$ cat src/rtl/posit_operand_sequencer.sv
// posit_operand_sequencer
//   Front-end controller for two-operand posit units. It accepts an (A,B)
//   operand pair over valid/ready and decodes A and then B on one shared
//   posit_decoder. It holds both decoded results until the consumer
//   accepts them.
//
//   Optional feature macro: DEC_TIMEOUT_EN. When it is defined, a WAIT
//   state that sees no dec_done within TIMEOUT_CYCLES cycles aborts to
//   HOLD with out_err=1.
//
// Ports
//   clk, rst              clock (rising edge); asynchronous active-low reset
//   in_valid/in_ready     operand pair handshake (in_ready high only in IDLE)
//   in_a, in_b            32-bit posit operands
//   out_valid/out_ready   decoded pair handshake (out_valid held in HOLD)
//   out_err               decode aborted by timeout
//   a_*/b_*               sign, zero, NaR, regime k (signed), exponent, mantissa
//   dec_posit, dec_start  to the decoder
//   dec_*                 from the decoder (done, flags, fields)
module posit_operand_sequencer #(
  parameter int unsigned TIMEOUT_CYCLES = 48
) (
  input  logic        clk,
  input  logic        rst,
  input  logic        in_valid,
  output logic        in_ready,
  input  logic [31:0] in_a,
  input  logic [31:0] in_b,
  output logic        out_valid,
  input  logic        out_ready,
  output logic        out_err,
  output logic        a_sign,
  output logic        a_zero,
  output logic        a_nar,
  output logic [5:0]  a_k,
  output logic [2:0]  a_exp,
  output logic [31:0] a_mant,
  output logic        b_sign,
  output logic        b_zero,
  output logic        b_nar,
  output logic [5:0]  b_k,
  output logic [2:0]  b_exp,
  output logic [31:0] b_mant,
  output logic [31:0] dec_posit,
  output logic        dec_start,
  input  logic        dec_sign,
  input  logic        dec_done,
  input  logic        dec_zero,
  input  logic        dec_nar,
  input  logic [5:0]  dec_k,
  input  logic [2:0]  dec_exp,
  input  logic [31:0] dec_mant
);

  typedef enum logic [2:0] {
    S_IDLE, S_LAUNCH_A, S_WAIT_A, S_GAP, S_LAUNCH_B, S_WAIT_B, S_HOLD
  } state_t;

  state_t      state, state_nx;
  logic [31:0] op_a, op_b;
  logic [43:0] res_a, res_b;
  logic [43:0] dec_bus;
  logic        timeout;

  assign dec_bus = {dec_sign, dec_zero, dec_nar, dec_k, dec_exp, dec_mant};
  assign {a_sign, a_zero, a_nar, a_k, a_exp, a_mant} = res_a;
  assign {b_sign, b_zero, b_nar, b_k, b_exp, b_mant} = res_b;

`ifdef DEC_TIMEOUT_EN
  localparam int unsigned CW = (TIMEOUT_CYCLES < 2) ? 1 : $clog2(TIMEOUT_CYCLES);
  logic [CW-1:0] wait_cnt;
  logic          err_q;
  logic          in_wait;

  assign in_wait = (state == S_WAIT_A) || (state == S_WAIT_B);
  // The last counted WAIT cycle without done is the abort cycle.
  assign timeout = !dec_done && (wait_cnt == CW'(TIMEOUT_CYCLES - 1));
  assign out_err = err_q;

  always_ff @(posedge clk or negedge rst) begin
    if (!rst) begin
      wait_cnt <= '0;
      err_q    <= 1'b0;
    end else begin
      if ((state == S_LAUNCH_A) || (state == S_LAUNCH_B)) wait_cnt <= '0;
      else if (in_wait)                                    wait_cnt <= wait_cnt + CW'(1);
      if (in_wait && timeout)                  err_q <= 1'b1;
      else if ((state == S_HOLD) && out_ready) err_q <= 1'b0;
    end
  end
`else
  assign timeout = 1'b0;
  assign out_err = 1'b0;
`endif

  always_ff @(posedge clk or negedge rst) begin
    if (!rst) state <= S_IDLE;
    else      state <= state_nx;
  end

  always_comb begin
    state_nx  = state;
    in_ready  = 1'b0;
    out_valid = 1'b0;
    dec_start = 1'b0;
    dec_posit = '0;
    case (state)
      S_IDLE: begin
        in_ready = 1'b1;
        if (in_valid) state_nx = S_LAUNCH_A;
      end
      S_LAUNCH_A: begin
        dec_start = 1'b1;
        dec_posit = op_a;
        state_nx  = S_WAIT_A;
      end
      S_WAIT_A: begin
        dec_posit = op_a;
        if (dec_done)     state_nx = S_GAP;
        else if (timeout) state_nx = S_HOLD;
      end
      // The decoder's done is still high from A here; the gap keeps that
      // stale done away from the B launch.
      S_GAP: state_nx = S_LAUNCH_B;
      S_LAUNCH_B: begin
        dec_start = 1'b1;
        dec_posit = op_b;
        state_nx  = S_WAIT_B;
      end
      S_WAIT_B: begin
        dec_posit = op_b;
        if (dec_done || timeout) state_nx = S_HOLD;
      end
      S_HOLD: begin
        out_valid = 1'b1;
        if (out_ready) state_nx = S_IDLE;
      end
      default: state_nx = S_IDLE;
    endcase
  end

  always_ff @(posedge clk or negedge rst) begin
    if (!rst) begin
      op_a  <= '0;
      op_b  <= '0;
      res_a <= '0;
      res_b <= '0;
    end else begin
      case (state)
        S_IDLE: if (in_valid) begin
          op_a <= in_a;
          op_b <= in_b;
        end
        S_WAIT_A: begin
          if (dec_done) res_a <= dec_bus;
          else if (timeout) begin
            res_a <= '0;
            res_b <= '0;
          end
        end
        S_WAIT_B: begin
          if (dec_done)     res_b <= dec_bus;
          else if (timeout) res_b <= '0;
        end
        default: ;
      endcase
    end
  end

endmodule
$ cat config.mk
export PLATFORM = sky130hd
export DESIGN_NAME = posit_operand_sequencer
export DESIGN_NICKNAME = d
export VERILOG_FILES = /design/src/rtl/posit_operand_sequencer.sv
export SDC_FILE = /design/constraint.sdc
export NUM_CORES = 1
export LEC_CHECK = 0
export ABC_AREA = 1
export CORE_MARGIN = 1.5
export CORE_UTILIZATION = 49
export CTS_CLUSTER_DIAMETER = 80
export DETAILED_ROUTE_END_ITERATION = 12
export DONT_BUFFER_PORTS = 1
export PLACE_DENSITY_LB_ADDON = 0.3
export SYNTH_ARGS = -nofsm -noshare
export SYNTH_HDL_FRONTEND = slang
export SYNTH_SLANG_ARGS = --single-unit
$ cat constraint.sdc
create_clock -name clk -period 3.1 [get_ports clk]
set_input_delay 0.465 -clock clk [delete_from_list [all_inputs] [get_ports clk]]
set_output_delay 0.465 -clock clk [all_outputs]
set_load 0.005 [all_outputs]
# == Yosys cells after proc, flatten, opt, wreduce, memory -nomap -nowiden ==
# Cells that the tools add are included.
# classes
add_sub_neg,0
multipliers,0
div,0
n_lt_le_gt_ge,0
eq_ne,10
n_shift,0
mux,9
bitwise,0
n_reduce_logical,8
# ops
op,count
case mux 32 bit (2 select lines),1
case mux 3 bit (7 select lines),1
two-way mux 3 bit,4
== test 3 bit (second input constant),3
inequality test 2 bit (second input constant),4
== test 3 x 2 -> 1 bit (second input constant),2
AND reduction 2 bit,3
OR reduction 2 bit,3
AND reduction 4 bit,1
== test 3 x 1 -> 1 bit (second input constant),1
logical NOT 3 bit,1
two-way mux 1 bit,3
# word_totals
reg_bits,155
latch_bits,0
ramBits,0
mem_bits_ro,0
inputBits,113
wordCells,32
mem_count,0

# == Longest topological paths before layout ==
# Gate-level depths: netlist of run 1.
# depth
depth_word,3
ltp_mapped,9

# == Worst setup path after synthesis of run 1 ==
# No wires, ideal clock.
# synth_path
path_type,register to output
start,register state[1]
end,output port dec_posit[0]
t_arrival_ns,1.204
t_required_ns,2.635
slack_ns,1.431
stages_incl_launch_ff,8
path_buffers,2
cell_sequence,dfrtp_1 > buf_4 > nor2_2 > nand2_1 > nand2_1 > buf_2 > nand2_1 > o21ai_0
# synth_between
elab_chain_cells,3
elab_cells_between_ends,7
classes_between,4 x eq/ne; 1 x mux; 2 x reduce/logical
# synth_lines
item,line_no,source
start: declaration,59,"state_t state, state_nx;"
start signal: assignment,98,else state <= state_nx;
"== test 3 bit, or another cell as far along",107,case (state)
OR reduction 2 bit (no line),-,
case mux 32 bit (2 select lines) *,107,
end: declaration,44,"output logic [31:0] dec_posit,"
# Every way passes the cells marked *; elsewhere a longest branch is shown, timed or not.

# == Final worst setup path of run 1 ==
# layout_path
start,register state[1]
end,output port dec_posit[5]
# Same word-level chain as after synthesis.

==> results.py, run 1 <==
metrics = {
    "floorplanning": {
        "initial_core_util_pct": 50.2,
        "chipWidth_um": 117,
        "core_sq_um": 12600,
        "io_pins": 237,
        "die_h_um": 117,
        "die-area_sq_um": 13600,
        "rows": 41,
    },
    "global_route": {
        "gr-total-overflow": 0,
        "grt_max_degree": 156,
        "gr-usage-all-layers_pct": 20.8,
        "antenna_found_initial": 0,
        "grt_first_pass_wirelength_um": 21700,
        "grt_pass1_vias": 4480,
    },
    "clocking": {
        "htreeDepth": 4,
        "cts_num_sinks": 155,
        "cts.clk_slew.worst_paths_ns": 0.06,
        "tritoncts": "built",
        "clock_path_buffers": 2,
        "clock_latency_ns": 0.42,
        "cts_buffers": 17,
        "cts_resized": 0,
        "cts_setup_buffers": 0,
        "cts_root_buffer": "clkbuf_16",
    },
    "place": {
        "hpwl_um": 9490,
        "pre_cts_ws_ns": 0.774,
        "gp_congestion": 0.735,
        "io_buffers": 0,
        "place_area_sq_um": 6410,
    },
    "power_and_ir_drop": {
        "total_power_mw": 7.80,
        "p_leak_nw": 3.63,
        "power_density_nw_per_um2": 1110,
        "peakVddDrop_v": 0.000438,
    },
    "finish": {
        "area_growth_syn_to_layout_pct": 11.1,
        "drive_above_1_share_pct": 7.05,
        "diodes": 0,
        "postLayoutCellArea_sq_um": 7040,
        "nNetsFinal": 809,
        "final_common_cell": "nand2_1",
        "fillCellCount": 1157,
        "layout_common_cells": "nand2_1, dfrtp_1, o21ai_0, inv_1, nand3_1",
    },
    "timing": {
        "setup_viol": 0,
        "fin_skew_ns": 0.00792,
        "maxSlewViolCount": 0,
        "finalSetupTns_ns": 0,
        "fmax_ghz": 0.368,
        "hold_ws_ns": -0.249,
        "fin_crit_sh_pct": 87.8,
        "rsz0062_at_grt": "no",
        "worst_pin_slew_ns": 1.04,
        "hold_violations": 155,
        "slew_headroom_pct": 30.6,
        "period_minus_slack_ns": 2.72,
        "setup_slack_ns": 0.379,
    },
    "routing": {
        "drc_errors": 0,
        "vias": 4586,
        "wl_per_cell_um": 16.0,
        "antenna_left": 0,
        "via_per_inst": 5.21,
        "dr.pass1.iters": 7,
        "drt_iter0_drc": 379,
        "wirelength_um": 14100,
    },
    "synth": {
        "synth_top_area_share_pct": 61.2,
        "netlist_instances": 718,
        "ys_warn_count": 0,
        "syn_area_sq_um": 6340,
        "synth.area.top_cells": "dfrtp_1, nand2_1, o21ai_0",
        "yosys.area.top_type": "dfrtp_1",
        "synth_nets": 831,
        "avgSynthCellArea_sq_um": 8.83,
        "ys_ff_latch": 155,
        "seq_area_frac_synth_pct": 61.2,
        "yosysUniqueCellTypes": 19,
    },
    "worst_setup_path": {
        "crit_arrival_ns": 2.26,
        "path_class": "flop to output port",
        "worstPathRequired_ns": 2.63,
        "crit_path_max_fanout": 33,
        "startpoint_type": "flop",
        "cp-end-kind": "output port",
    },
    "job": {
        "cap_violations": 0,
    },
    "hold_path": {
        "hold_path_class": "primary input to async pin",
    },
    "outcome": {
        "outcome": "finished, violations left",
        "violations": "hold timing",
    },
}
==> synth_stat cells, drive strengths merged <==
| cell | n |
|---|---|
| a21oi | 33 |
| buf | 19 |
| clkbuf | 26 |
| conb | 1 |
| dfrtp | 155 |
| inv | 83 |
| nand2 | 202 |
| nand3 | 41 |
| nand4 | 1 |
| nor2 | 35 |
| nor3 | 1 |
| o21ai | 121 |
==> metrics by stage <==
step,instances,utilization (%)
final,881,55.8
after floorplan,718,-
after CTS,881,55.8
after detailed placement,849,50.8
after global placement,849,50.8
after global routing,881,55.8
==> report_power, final <==
part           switching [mW]  internal, mW  leakage, nW
logic                    1.28         0.667         1.43
clock network           0.786          1.41        0.312
registers               0.680          2.98         1.89
total                    2.75          5.05         3.63
==> worst max-delay path, cell delays in order (launching register included) <==
cell     delay (ns)
dfrtp_1        0.54
inv_1          0.15
nand2_1        0.57
o21ai_0        0.58
==> flip-flops by register name (all words and copies together), names as in the netlist <==
name   flops
res_a     44
res_b     44
op_a      32
op_b      32
state      3
==> path summary, 6_finish.rpt <==
| check | end | cells past startpoint | slack (ns) | startpoint |
|---|---|---|---|---|
| min in group clk | op_a[6]$_DFFE_PN0P_ | 2 | 0.19 | in_a[6] |
| hold / removal | op_b[15]$_DFFE_PN0P_ | 0 | -0.25 | rst |
| setup / recovery | dec_posit[5] | 3 | 0.38 | state[1]$_DFFE_PN0P_ |
| max in group asynchronous | op_b[12]$_DFFE_PN0P_ | 0 | 3.11 | rst |
| setup reg to reg | res_a[11]$_DFFE_PN0P_ | 3 | 0.86 | state[2]$_DFFE_PN0P_ |
| hold reg to reg | op_a[23]$_DFFE_PN0P_ | 2 | 0.47 | op_a[23]$_DFFE_PN0P_ |
==> logic make-up after synthesis <==
family / Yosys count / share of synthesized area [%]
flops: 155 / 61.2
other cells: 1 / 0.0592
compound gates: 154 / 12.6
buf+inv: 128 / 8.23
simple gates: 280 / 17.9
==> layout make-up <==
class / count / area [sq um] / share of cell area [%]
multi-input cells: 435 / 1950 / 27.6
well taps: 172 / 215 / 3.06
flip-flops and latches: 155 / 3880 / 55.1
clock buffers: 20 / 467 / 6.63
inverters: 83 / 312 / 4.42
repair buffers: 4 / 55.1 / 0.782
clock inverters: 12 / 169 / 2.40
==> layer usage <==
metal / global-route usage (%) / vias to the layer above / share of wire (%)
li1: - / 2205 / -
met1: 25.1 / 2185 / 40
met2: 33.4 / 184 / 48
met3: 8.93 / 12 / 10
met4: 7.55 / 0 / 1.3
met5: 0 / - / 0
Power figures use the tool's default switching activity.
==> run 2: changes to the inputs <==
CORE_ASPECT_RATIO = 0.6   (was unset)
==> results.py, run 2 (synthesized netlist as in run 1, its figures left out) <==
metrics = {
    "outcome": {
        "outcome": "finished, violations left",
        "violations": "hold timing",
    },
    "timing": {
        "setup_slack_ns": 0.407,
        "slew_headroom_pct": 28.7,
        "hold_violations": 155,
        "maxSlewViolCount": 0,
        "setup_viol": 0,
        "rsz0062_at_grt": "no",
        "finalSetupTns_ns": 0,
        "hold_ws_ns": -0.251,
        "fin_skew_ns": 0.00872,
        "period_minus_slack_ns": 2.69,
        "fin_crit_sh_pct": 86.9,
        "worst_pin_slew_ns": 1.07,
        "fmax_ghz": 0.371,
    },
    "worst_setup_path": {
        "startpoint_type": "flop",
        "worstRegToRegCells": 3,
        "r2r_start": "state[2]$_DFFE_PN0P_",
        "crit_buf_inv": 1,
        "critical-path-top-delay-family": "simple AND/OR/NAND/NOR gates",
        "r2r-end": "res_a[2]$_DFFE_PN0P_",
        "cp-end-kind": "output port",
        "worstPathRequired_ns": 2.63,
        "r2r_slack_ns": 0.84,
        "crit_arrival_ns": 2.23,
        "crit_path_max_fanout": 33,
        "max_stage_delay_ns": 0.57,
        "cp_cell_sequence": "inv_1 > nand2_1 > o21ai_0",
        "path_class": "flop to output port",
        "crit_start": "state[1]$_DFFE_PN0P_",
        "slowest_stage": "nand2_1",
    },
    "floorplanning": {
        "initial_core_util_pct": 51.4,
        "die-area_sq_um": 13600,
        "chipWidth_um": 150,
        "io_pins": 237,
        "rows": 31,
        "die_h_um": 91.1,
        "core_sq_um": 12300,
    },
    "clocking": {
        "cts_root_buffer": "clkbuf_16",
        "htreeDepth": 4,
        "cts_num_sinks": 155,
        "cts.clk_slew.worst_paths_ns": 0.06,
        "cts_setup_buffers": 0,
        "clock_path_buffers": 2,
        "cts_buffers": 17,
        "cts_resized": 0,
        "tritoncts": "built",
        "clock_latency_ns": 0.40,
    },
    "routing": {
        "via_per_inst": 5.36,
        "wirelength_um": 14500,
        "antenna_left": 0,
        "dr.pass1.iters": 5,
        "drc_errors": 0,
        "drt_iter0_drc": 318,
        "vias": 4688,
        "wl_per_cell_um": 16.6,
    },
    "global_route": {
        "grt_first_pass_wirelength_um": 23400,
        "antenna_found_initial": 0,
        "gr-usage-all-layers_pct": 21.8,
        "grt_pass1_vias": 4671,
        "grt_max_degree": 156,
        "gr-total-overflow": 0,
    },
    "place": {
        "gp_congestion": 0.773,
        "pre_cts_ws_ns": 0.832,
        "io_buffers": 0,
        "hpwl_um": 10100,
    },
    "finish": {
        "area_growth_syn_to_layout_pct": 10.2,
        "layout_common_cells": "nand2_1, dfrtp_1, o21ai_0, inv_1, nand3_1",
        "final_common_cell": "nand2_1",
        "diodes": 0,
        "nNetsFinal": 811,
        "reg_top3": "res_a (44), res_b (44)",
        "drive_above_1_share_pct": 7.18,
    },
    "hold_path": {
        "hold_path_class": "primary input to async pin",
    },
    "job": {
        "cap_violations": 0,
    },
    "power_and_ir_drop": {
        "p_leak_nw": 3.60,
        "power_density_nw_per_um2": 1100,
        "peakVddDrop_v": 0.000465,
    },
}
[run 2: power by group]
group          switching (mW)  total (mW)  internal (mW)
combinational            1.30        1.95          0.656
sequential              0.695        3.67           2.98
clock                   0.844        2.05           1.20
[run 2: per-layer routing]
layer  part of all wire, %  track usage [%]
met3                   8.7             7.54
met2                    47             34.1
met5                     0                0
met1                    43             28.7
met4                   1.1             6.21
[run 2: through the flow]
step / util (%) / area [sq um] / cells / total power [mW] / hold slack [ns]
after floorplan: - / 6340 / 718 / 5.06 / 0.169
after global placement: 51.9 / 6400 / 844 / 5.51 / 0.172
after detailed placement: 51.9 / 6400 / 844 / 5.68 / 0.171
after CTS: 56.7 / 6990 / 875 / 7.74 / -0.266
after global routing: 56.7 / 6990 / 875 / 8.26 / -0.280
final: 56.7 / 6990 / 875 / 7.67 / -0.251
[run 2: worst max path at each step]
stage,endpoint,slack (ns),cells after the start
6_report,dec_posit[14],0.41,3
3_5_place_dp,res_a[41]$_DFFE_PN0P_,0.83,3
4_1_cts,dec_posit[2],0.40,3
3_3_place_gp,dec_posit[14],0.92,3
2_1_floorplan,dec_posit[0],1.43,7
5_1_grt,dec_posit[16],0.14,3
[run 2: final cells by class]
class / instances / area (sq um)
fill: 1096 / 5350
clock buffer: 17 / 425
clock inverter: 14 / 161
tap: 165 / 206
timing repair buffer: 6 / 57.6
inverter: 83 / 312
multi-input combinational: 435 / 1950
sequential: 155 / 3880
